===== src/rtl/rice_core_writeback_arbiter.sv =====
// Writeback arbiter: round-robin merge of execute and load results onto the
// single register-file write port, plus a per-register pending-write scoreboard.
module rice_core_writeback_arbiter #(
  parameter int unsigned XLEN = 32
) (
  input  logic            i_clk,
  input  logic            i_rst,
  input  logic            i_ex_valid,
  input  logic [4:0]      i_ex_rd,
  input  logic [XLEN-1:0] i_ex_value,
  output logic            o_ex_ready,
  input  logic            i_mem_valid,
  input  logic [4:0]      i_mem_rd,
  input  logic [XLEN-1:0] i_mem_value,
  output logic            o_mem_ready,
  input  logic            i_issue_valid,
  input  logic [4:0]      i_issue_rd,
  output logic            o_wb_valid,
  output logic [4:0]      o_wb_rd,
  output logic [XLEN-1:0] o_wb_value,
  output logic [31:0]     o_busy
);

  localparam int unsigned REG_W  = 5;
  localparam int unsigned NREGS  = 32;

  typedef enum logic {
    GRANT_EX  = 1'b0,
    GRANT_MEM = 1'b1
  } grant_e;

  grant_e            last_grant_q, last_grant_d;
  logic              wb_valid_q, wb_valid_d;
  logic [REG_W-1:0]  wb_rd_q, wb_rd_d;
  logic [XLEN-1:0]   wb_value_q, wb_value_d;
  logic [NREGS-1:0]  busy_q, busy_d;

  logic              ex_ready_c;
  logic              mem_ready_c;
  logic              accept_c;
  logic [REG_W-1:0]  sel_rd_c;
  logic [XLEN-1:0]   sel_value_c;

  // Grant: a lone requester wins outright; on contention the one not served last wins.
  always_comb begin
    ex_ready_c  = 1'b0;
    mem_ready_c = 1'b0;
    if (!i_rst) begin
      ex_ready_c  = i_ex_valid  && (!i_mem_valid || last_grant_q == GRANT_MEM);
      mem_ready_c = i_mem_valid && (!i_ex_valid  || last_grant_q == GRANT_EX);
    end
    accept_c    = ex_ready_c || mem_ready_c;
    sel_rd_c    = mem_ready_c ? i_mem_rd    : i_ex_rd;
    sel_value_c = mem_ready_c ? i_mem_value : i_ex_value;
  end

  // Next-state for the writeback register, grant history and scoreboard.
  always_comb begin
    last_grant_d = last_grant_q;
    wb_valid_d   = 1'b0;
    wb_rd_d      = wb_rd_q;
    wb_value_d   = wb_value_q;
    busy_d       = busy_q;

    if (accept_c) begin
      last_grant_d     = mem_ready_c ? GRANT_MEM : GRANT_EX;
      wb_valid_d       = (sel_rd_c != REG_W'(0));
      wb_rd_d          = sel_rd_c;
      wb_value_d       = sel_value_c;
      busy_d[sel_rd_c] = 1'b0;
    end
    // Issue applied after the clear so a new producer keeps the bit set.
    if (i_issue_valid && i_issue_rd != REG_W'(0)) begin
      busy_d[i_issue_rd] = 1'b1;
    end
    busy_d[0] = 1'b0;
  end

  always_ff @(posedge i_clk) begin
    if (i_rst) begin
      last_grant_q <= GRANT_MEM;
      wb_valid_q   <= 1'b0;
      wb_rd_q      <= '0;
      wb_value_q   <= '0;
      busy_q       <= '0;
    end else begin
      last_grant_q <= last_grant_d;
      wb_valid_q   <= wb_valid_d;
      wb_rd_q      <= wb_rd_d;
      wb_value_q   <= wb_value_d;
      busy_q       <= busy_d;
    end
  end

  assign o_ex_ready  = ex_ready_c;
  assign o_mem_ready = mem_ready_c;
  assign o_wb_valid  = wb_valid_q;
  assign o_wb_rd     = wb_rd_q;
  assign o_wb_value  = wb_value_q;
  assign o_busy      = busy_q;

endmodule


===== config.mk =====
export PLATFORM = sky130hd
export DESIGN_NAME = rice_core_writeback_arbiter
export DESIGN_NICKNAME = d
export VERILOG_FILES = /design/src/rtl/rice_core_writeback_arbiter.sv
export SDC_FILE = /design/constraint.sdc
export NUM_CORES = 1
export LEC_CHECK = 0
export ABC_CLOCK_PERIOD_IN_PS = 3550
export CORE_MARGIN = 1.5
export CORE_UTILIZATION = 40
export DETAILED_ROUTE_END_ITERATION = 8
export PLACE_DENSITY = 0.78
export SETUP_SLACK_MARGIN = 0.1
export SYNTH_ARGS = -nofsm -noshare
export SYNTH_HDL_FRONTEND = slang
export SYNTH_SLANG_ARGS = --single-unit

===== constraint.sdc =====
create_clock -name i_clk -period 3.55 [get_ports i_clk]
set_input_delay 1.065 -clock i_clk [delete_from_list [all_inputs] [get_ports i_clk]]
set_output_delay 1.065 -clock i_clk [all_outputs]
set_load 0.1 [all_outputs]

# After elaboration in Yosys (flattened, before gate mapping)
# Cells that the tools add are included.
# word_totals
regBits,71
out_inout_bits,72
word_cells,39
# classes
n_reduce_logical,13
n_mux,11
n_lt_le_gt_ge,4
bitwise,5
# ops
cell,n
$mux 32,3
$and 32x32->32,1
$not 32->32,1
$or 32x32->32,1
$lt 5x6->1 const B,2
$demux 1 s5,2
$ge 5x1->1 const B,2
$reduce_bool 5->1,2
$logic_and 1x1->1,5
$mux 1,5
$mux 5,1
$logic_or 1x1->1,3
$logic_not 1->1,2
$not 1->1,2
$reduce_or 2->1,1

# Longest topological paths before layout
# Gate-level depths: netlist of run 1.
# logic_depth
depth_word,14
depth_mapped,7
ltp_nobuf,4

# Least setup slack after synthesis of run 1
# Ideal clock, no wire load.
# synth_timing
path_type,input to output
startpoint,input i_rst
endpoint,output o_ex_ready
path_stages,4
required_ps,2485
arrival_time_ps,2298
path_slack_ps,187
path_cell_list,buf_2 buf_1 a21oi_1 and2_1
# synth_via
elab_chain_cells,1
# synth_rtl
element,line,rtl
"start, declared",7,"input logic i_rst,"
$mux 1,48,if (!i_rst) begin
"end, declared",11,"output logic o_ex_ready,"
# No other way between the ends.

# Worst setup path in the final report of run 1
# layout_timing
startpoint,input i_ex_valid
endpoint,output o_mem_ready
# layout_via
elab_chain_cells,4
# layout_rtl
element,line,rtl
"start, declared",8,"input logic i_ex_valid,"
$logic_not 1->1,50,mem_ready_c = i_mem_valid && (!i_ex_valid || last_grant_q == GRANT_EX);
$logic_or 1x1->1,50,
$logic_and 1x1->1,50,
$mux 1,48,
"end, declared",15,"output logic o_mem_ready,"
# No other way between the ends.

==> results of run 1 <==
-- worst max-delay path: stages --
cell,delay [ns]
clkdlybuf4s50_1,0.53
and2_1,0.44
nor2_8,0.05
buf_12,0.18
-- flip-flops by register name, summed over array words and instances, names as in the netlist --
signal        count
o_wb_value       32
last_grant_q      1
o_wb_rd           5
o_wb_valid        1
o_busy           31
-- metrics by stage --
step	hold slack [ns]	total power [mW]	setup slack, ns
3_5_place_dp	0.4928	1.523	0.2370
2_1_floorplan	0.4694	1.316	0.1873
4_1_cts	0.5032	2.143	0.2346
5_1_grt	0.5210	2.209	0.1638
3_3_place_gp	0.4857	1.514	0.2788
6_report	0.4982	2.127	0.2228
-- synth_stat cells, types with 2 or more instances --
| cell type | n | area (sq um) |
|---|---|---|
| buf_4 | 2 | 15.01 |
| o41ai_1 | 2 | 17.52 |
| inv_1 | 2 | 7.510 |
| nand4b_1 | 3 | 26.28 |
| buf_1 | 7 | 26.28 |
| dfxtp_1 | 70 | 1401 |
| clkbuf_1 | 19 | 71.32 |
| nor2_1 | 44 | 165.2 |
| buf_6 | 3 | 33.78 |
| nand2_1 | 42 | 157.7 |
| nand3_1 | 5 | 25.02 |
| a21oi_1 | 36 | 180.2 |
| buf_2 | 6 | 30.03 |
| and3_1 | 2 | 12.51 |
| nand3b_1 | 6 | 45.04 |
| and2_1 | 2 | 12.51 |
| and3b_1 | 3 | 26.28 |
| o21ai_0 | 10 | 50.05 |
| nor2b_1 | 3 | 18.77 |
| mux2i_1 | 37 | 370.4 |
| a311oi_1 | 36 | 315.3 |
| nor3b_1 | 6 | 45.04 |
| a211oi_1 | 32 | 240.2 |
-- logic make-up (layout without fill, tap and decap cells) --
group | after synthesis | after routing | synth area share (%)
muxes | 37 | 37 | 10.93
other | 1 | 1 | 0.1107
buffers and inverters | 40 | 186 | 5.874
DFF | 70 | 70 | 41.37
AOI/OAI and AO/OA | 118 | 118 | 24.20
and+or+nand+nor | 122 | 122 | 17.51
-- power breakdown --
part / switching, mW / leakage [nW] / internal (mW)
clock: 0.286 / 0.0952 / 0.338
combinational: 0.452 / 1.21 / 0.204
sequential: 0.0218 / 0.574 / 0.825
-- final cells by class --
class | instances | area [sq um]
fill | 707 | 3184
multi-input combinational | 278 | 1794
timing repair buffer | 169 | 1509
sequential | 70 | 1401
clock buffer | 11 | 141.4
tap | 105 | 131.4
clock inverter | 4 | 47.55
inverter | 2 | 7.507
-- metal layers --
metal | vias up | part of all wire, %
met5 | - | 0
li1 | 1717 | -
met2 | 148 | 48
met1 | 1561 | 41
met3 | 14 | 9.6
met4 | 0 | 2.0
-- worst paths after layout --
path | slack (ns) | endpoint | from
max | 0.22 | o_mem_ready | i_ex_valid
min | 0.50 | o_wb_value[28] | o_wb_value[28]
max reg2reg | 1.52 | o_wb_rd[2] | last_grant_q
min reg2reg | 0.50 | o_wb_value[28] | o_wb_value[28]
==> summary.txt, run 1 <==
Clock tree
  – H-tree depth: 3
  – TritonCTS clock tree: done
  – Clock Latency Late Sink: 0.34 ns
  – Post-CTS Repair Setup Buffers: 0
  – CTS Buf Count: 9
  – Clock-pin slew on the worst setup and hold paths: 0.07 ns
  – CTS root buf: clkbuf_8
  – CTS Sinks: 70
  – Post-cts resize count: 0
  – CTS Hold Bufs: 0
  – Clock buffer depth: 2

Global routing
  – Met1 usage: 25.68%
  – Largest net degree at the start of global routing: 75
  – Global routing's busiest layer: met2
  – Vias in the first global route: 3,195
  – Initial antenna violation count: 0
  – Gr ovfl total: 0
  – Tot GR Track Use: 22.08%
  – Met3 Usage GRT: 7.576%
  – M2 GR Usage: 37.08%
  – Global-route wire length before repair: 15,460 microns

Power
  – Leakage power: 1.880 nW
  – Peak supply drop: 0.2202 mV
  – Ratio of total power to cell area: 422.7 nW/um^2

Cells and area
  – Most frequent cells in the layout: buf_4, clkdlybuf4s50_1, dfxtp_1
  – Final instance area: 5032 sq um
  – Final net count: 614
  – Ant. Diodes: 0
  – Share of post-route cells with drive strength above 1: 19.85%
  – Commonest non-fill, non-tap cell in the layout: buf_4
  – Finished Layout Cells: 639
  – Finished Core Util: 61.25%
  – Layout area overhead: 48.58%

Floorplanning
  – IO Count: 156
  – Total core area: 8217 sq um
  – Die W: 95.02 microns
  – Site Rows: 33
  – Initial Util: 41.22%
  – Die ar.: 9029 sq um
  – Die extent in y: 95.02 microns

Placed design
  – Port bufs: 154
  – DP Cell Count: 624
  – Placed Area: 4843 sq um
  – Final Wtd Congestion: 0.8348
  – DP HPWL: 7315 microns

Synth
  – Synth cell types: 33
  – Yosys Warn Count: 0
  – Cell Area, Synth: 3387 sq um
  – Synthesized instance count: 388
  – FFs w/ async S/R, synth: 0%
  – Main synth FF type: dfxtp_1
  – Register area share after synthesis: 41.37%
  – Synthesized Nets: 472
  – Syn avg cell area: 8.729 sq um
  – Post-synth EDFFs: 0
  – Seq cells post-synth: 70

STA
  – Worst slew pin tran: 0.6289 ns
  – Slew headroom: 57.75%
  – Minimum clock period: 3.327 ns
  – Final-report setup violation count: 0
  – Setup TNS: 0 ns
  – Max-slew violation count: 0
  – Part of the cycle the worst path needs: 93.73%
  – RSZ-0062 raised after global routing: false
  – Hold Fails Final Rpt: 0
  – Clock Skews: 0.005343 ns
  – Fmax achieved: 0.3006 GHz

Flow run
  – Max Cap Violations: 0

Worst setup path
  – CP max FO: 11
  – Nature of the critical path endpoint: output port
  – Crit start category: primary input
  – Kind of critical path: primary input to output port
  – CP required: 2.48 ns
  – Crit path DAT: 2.26 ns
  – R2R cell count: 6

Detailed routing
  – Number of vias per cell: 5.383
  – DRT iter0 DRCs: 147
  – Pre-antenna DRT Iters: 4
  – DRC violations left: 0
  – Final wirelength: 9856 microns
  – Remaining antenna violation count after routing: 0
  – Routed vias: 3,440
  – Routed wire length per instance: 15.42 microns

Outcome
  – Status: finished, final reports clean

Worst hold path
  – Worst Hold Class: flop to flop
  – Hold depth: 2
Power figures use the tool's default switching activity.
==> run 2, diff against run 1 <==
--- a/config.mk
+++ b/config.mk
@@ -6,8 +6,9 @@
 export NUM_CORES = 1
 export LEC_CHECK = 0
 export ABC_CLOCK_PERIOD_IN_PS = 3550
-export CORE_MARGIN = 1.5
+export CORE_MARGIN = 3
 export CORE_UTILIZATION = 40
+export CTS_BUF_LIST = sky130_fd_sc_hd__clkbuf_2 sky130_fd_sc_hd__clkbuf_4 sky130_fd_sc_hd__clkbuf_8
 export DETAILED_ROUTE_END_ITERATION = 8
 export PLACE_DENSITY = 0.78
 export SETUP_SLACK_MARGIN = 0.1
==> run 2 against run 1 <==
  * Non-clock buffer count down 2
  * Cell count shrank 0.63%
  * Critical path depth stayed put
  * Sequential share of layout area grew 0.13 points
  * Power shrank 1.2%
  * Via count grew 1.8%
  * Combinational power barely moved
  * Clock power is 4.2% lower
  * Sequential cell count unchanged
  * Largest cell class unchanged
==> summary.txt, run 2 (synthesis results as in run 1) <==
STA
  – RSZ-0062 raised after global routing: false
  – Final-report setup violation count: 0
  – Slew headroom: 46.59%
  – Minimum clock period: 3.374 ns
  – Fmax achieved: 0.2964 GHz
  – Clock Skews: 0.006430 ns
  – Hold_ws: 0.4968 ns
  – Worst slew pin tran: 0.7994 ns
  – Hold Fails Final Rpt: 0
  – Part of the cycle the worst path needs: 95.04%
  – Max-slew violation count: 0
  – Setup TNS: 0 ns

Worst setup path
  – CP max FO: 11
  – Bufs and invs on worst path: 2
  – Kind of critical path: primary input to output port
  – Crit path max-delay family: buffers and inverters
  – Slowest CP cell: clkdlybuf4s50_1
  – CP required: 2.48 ns
  – Nature of the critical path endpoint: output port
  – Crit-path max cell delay: 0.53 ns
  – Crit start category: primary input
  – CP cell instances: clkdlybuf4s50_1 -> and2_1 -> nor2_8 -> buf_12
  – Crit path DAT: 2.31 ns

Cells and area
  – Number of fill cells: 674
  – Commonest non-fill, non-tap cell in the layout: clkdlybuf4s50_1
  – Layout area overhead: 47.91%
  – Ant. Diodes: 0
  – Final net count: 612
  – Max reg flops: 32
  – Final instance area: 5010 sq um
  – Most frequent cells in the layout: clkdlybuf4s50_1, buf_4, dfxtp_1
  – Share of post-route cells with drive strength above 1: 19.89%

Power
  – Ratio of total power to cell area: 419.3 nW/um^2
  – Sequential Power Share: 40.3%
  – Net Sw Frac: 37.26%
  – Clk pwr share: 28.4%
  – Gate power share: 31.3%
  – Peak supply drop: 0.2596 mV
  – Final total power: 2.101 mW
  – Internal Pwr Total: 1.318 mW
  – Leakage power: 1.866 nW
  – Sw Pwr: 0.7827 mW

Clock tree
  – Clock buffer depth: 2
  – CTS root buf: clkbuf_8
  – Clock Latency Late Sink: 0.34 ns
  – Post-CTS Repair Setup Buffers: 0
  – TritonCTS clock tree: done
  – CTS Buf Count: 9
  – Post-cts resize count: 0
  – CTS Sinks: 70
  – CTS Hold Bufs: 0
  – H-tree depth: 3
  – Clock-pin slew on the worst setup and hold paths: 0.07 ns

Global routing
  – Largest net degree at the start of global routing: 75
  – Global-route wire length before repair: 16,180 microns
  – Vias in the first global route: 3,195
  – Initial antenna violation count: 0
  – Gr ovfl total: 0
  – Tot GR Track Use: 20.78%

Detailed routing
  – Met2 Wirelength: 4648 microns
  – Pre-antenna DRT Iters: 4
  – DRT iter0 DRCs: 129
  – Final wirelength: 10,180 microns
  – Wire length on met3: 1147 microns
  – Routed wire length per instance: 16.03 microns
  – Metal-1 WL: 4247 microns
  – DR top layer: met4
  – Remaining antenna violation count after routing: 0
  – Routed vias: 3,502
  – DRC violations left: 0
  – Number of vias per cell: 5.515

Floorplanning
  – Total core area: 7968 sq um
  – Die ar.: 9608 sq um
  – Die extent in y: 98.02 microns
  – IO Count: 156
  – Site Rows: 32
  – Initial Util: 42.51%
  – Die W: 98.02 microns

Placed design
  – Final Wtd Congestion: 0.8413
  – DP HPWL: 7461 microns
  – Placed Area: 4825 sq um
  – Port bufs: 154

Worst hold path
  – Worst Hold Class: flop to flop

Outcome
  – Status: finished, final reports clean

Flow run
  – Max Cap Violations: 0
==> run 2: cell count changes in the layout (fill, tap and decap cells not counted) <==
cell,change
buf_4,-2
bufinv_16,-1
clkbuf_1,-1
clkbuf_8,+1
clkinv_4,+1
clkinvlp_4,+1
==> run 2: through the flow <==
stage          setup slack, ns  instances  util (%)
2_1_floorplan           0.1873        388         -
3_3_place_gp            0.2300        619     60.55
3_5_place_dp            0.1952        619     60.55
4_1_cts                 0.1891        635     62.88
5_1_grt                 0.1168        635     62.88
6_report                0.1761        635     62.88
==> run 2: final cells by class <==
class,instances,area [sq um],area share [%]
Inverter,2,7.507,0.1499
Sequential cell,70,1401,27.97
Clock buffer,11,151.4,3.022
Timing Repair Buffer,167,1494,29.82
Clock inverter,5,33.78,0.6743
Multi-Input combinational cell,278,1794,35.81
Tap cell,102,127.6,2.547
==> run 2: worst paths after layout <==
check	slack, ns	depth (start not counted)	endpoint	from
max reg2reg	1.58	5	o_busy[21]	last_grant_q
max	0.18	4	o_mem_ready	i_ex_valid
min	0.50	2	o_wb_value[29]	o_wb_value[29]
min reg2reg	0.50	2	o_wb_value[29]	o_wb_value[29]
==> run 2: worst min-delay path: stages (launching register included) <==
cell,delay (ns)
dfxtp_1,0.31
nor2_1,0.09
a211oi_1,0.05
==> run 2: power by group through the flow <==
stage / Sequential, mW / Clock (mW) / Combinational, mW
final: 0.846 / 0.598 / 0.657
after global routing: 0.851 / 0.646 / 0.691
after CTS: 0.846 / 0.611 / 0.660
after detailed placement: 0.864 / 0 / 0.658
after global placement: 0.863 / 0 / 0.653
after floorplan: 1.14 / 0 / 0.178
==> run 2: per-layer routing <==
| metal | track usage (%) | up-vias |
|---|---|---|
| li1 | - | 1722 |
| met1 | 25.52 | 1606 |
| met2 | 32.88 | 162 |
| met3 | 8.929 | 12 |
| met4 | 6.709 | 0 |
| met5 | 0 | - |
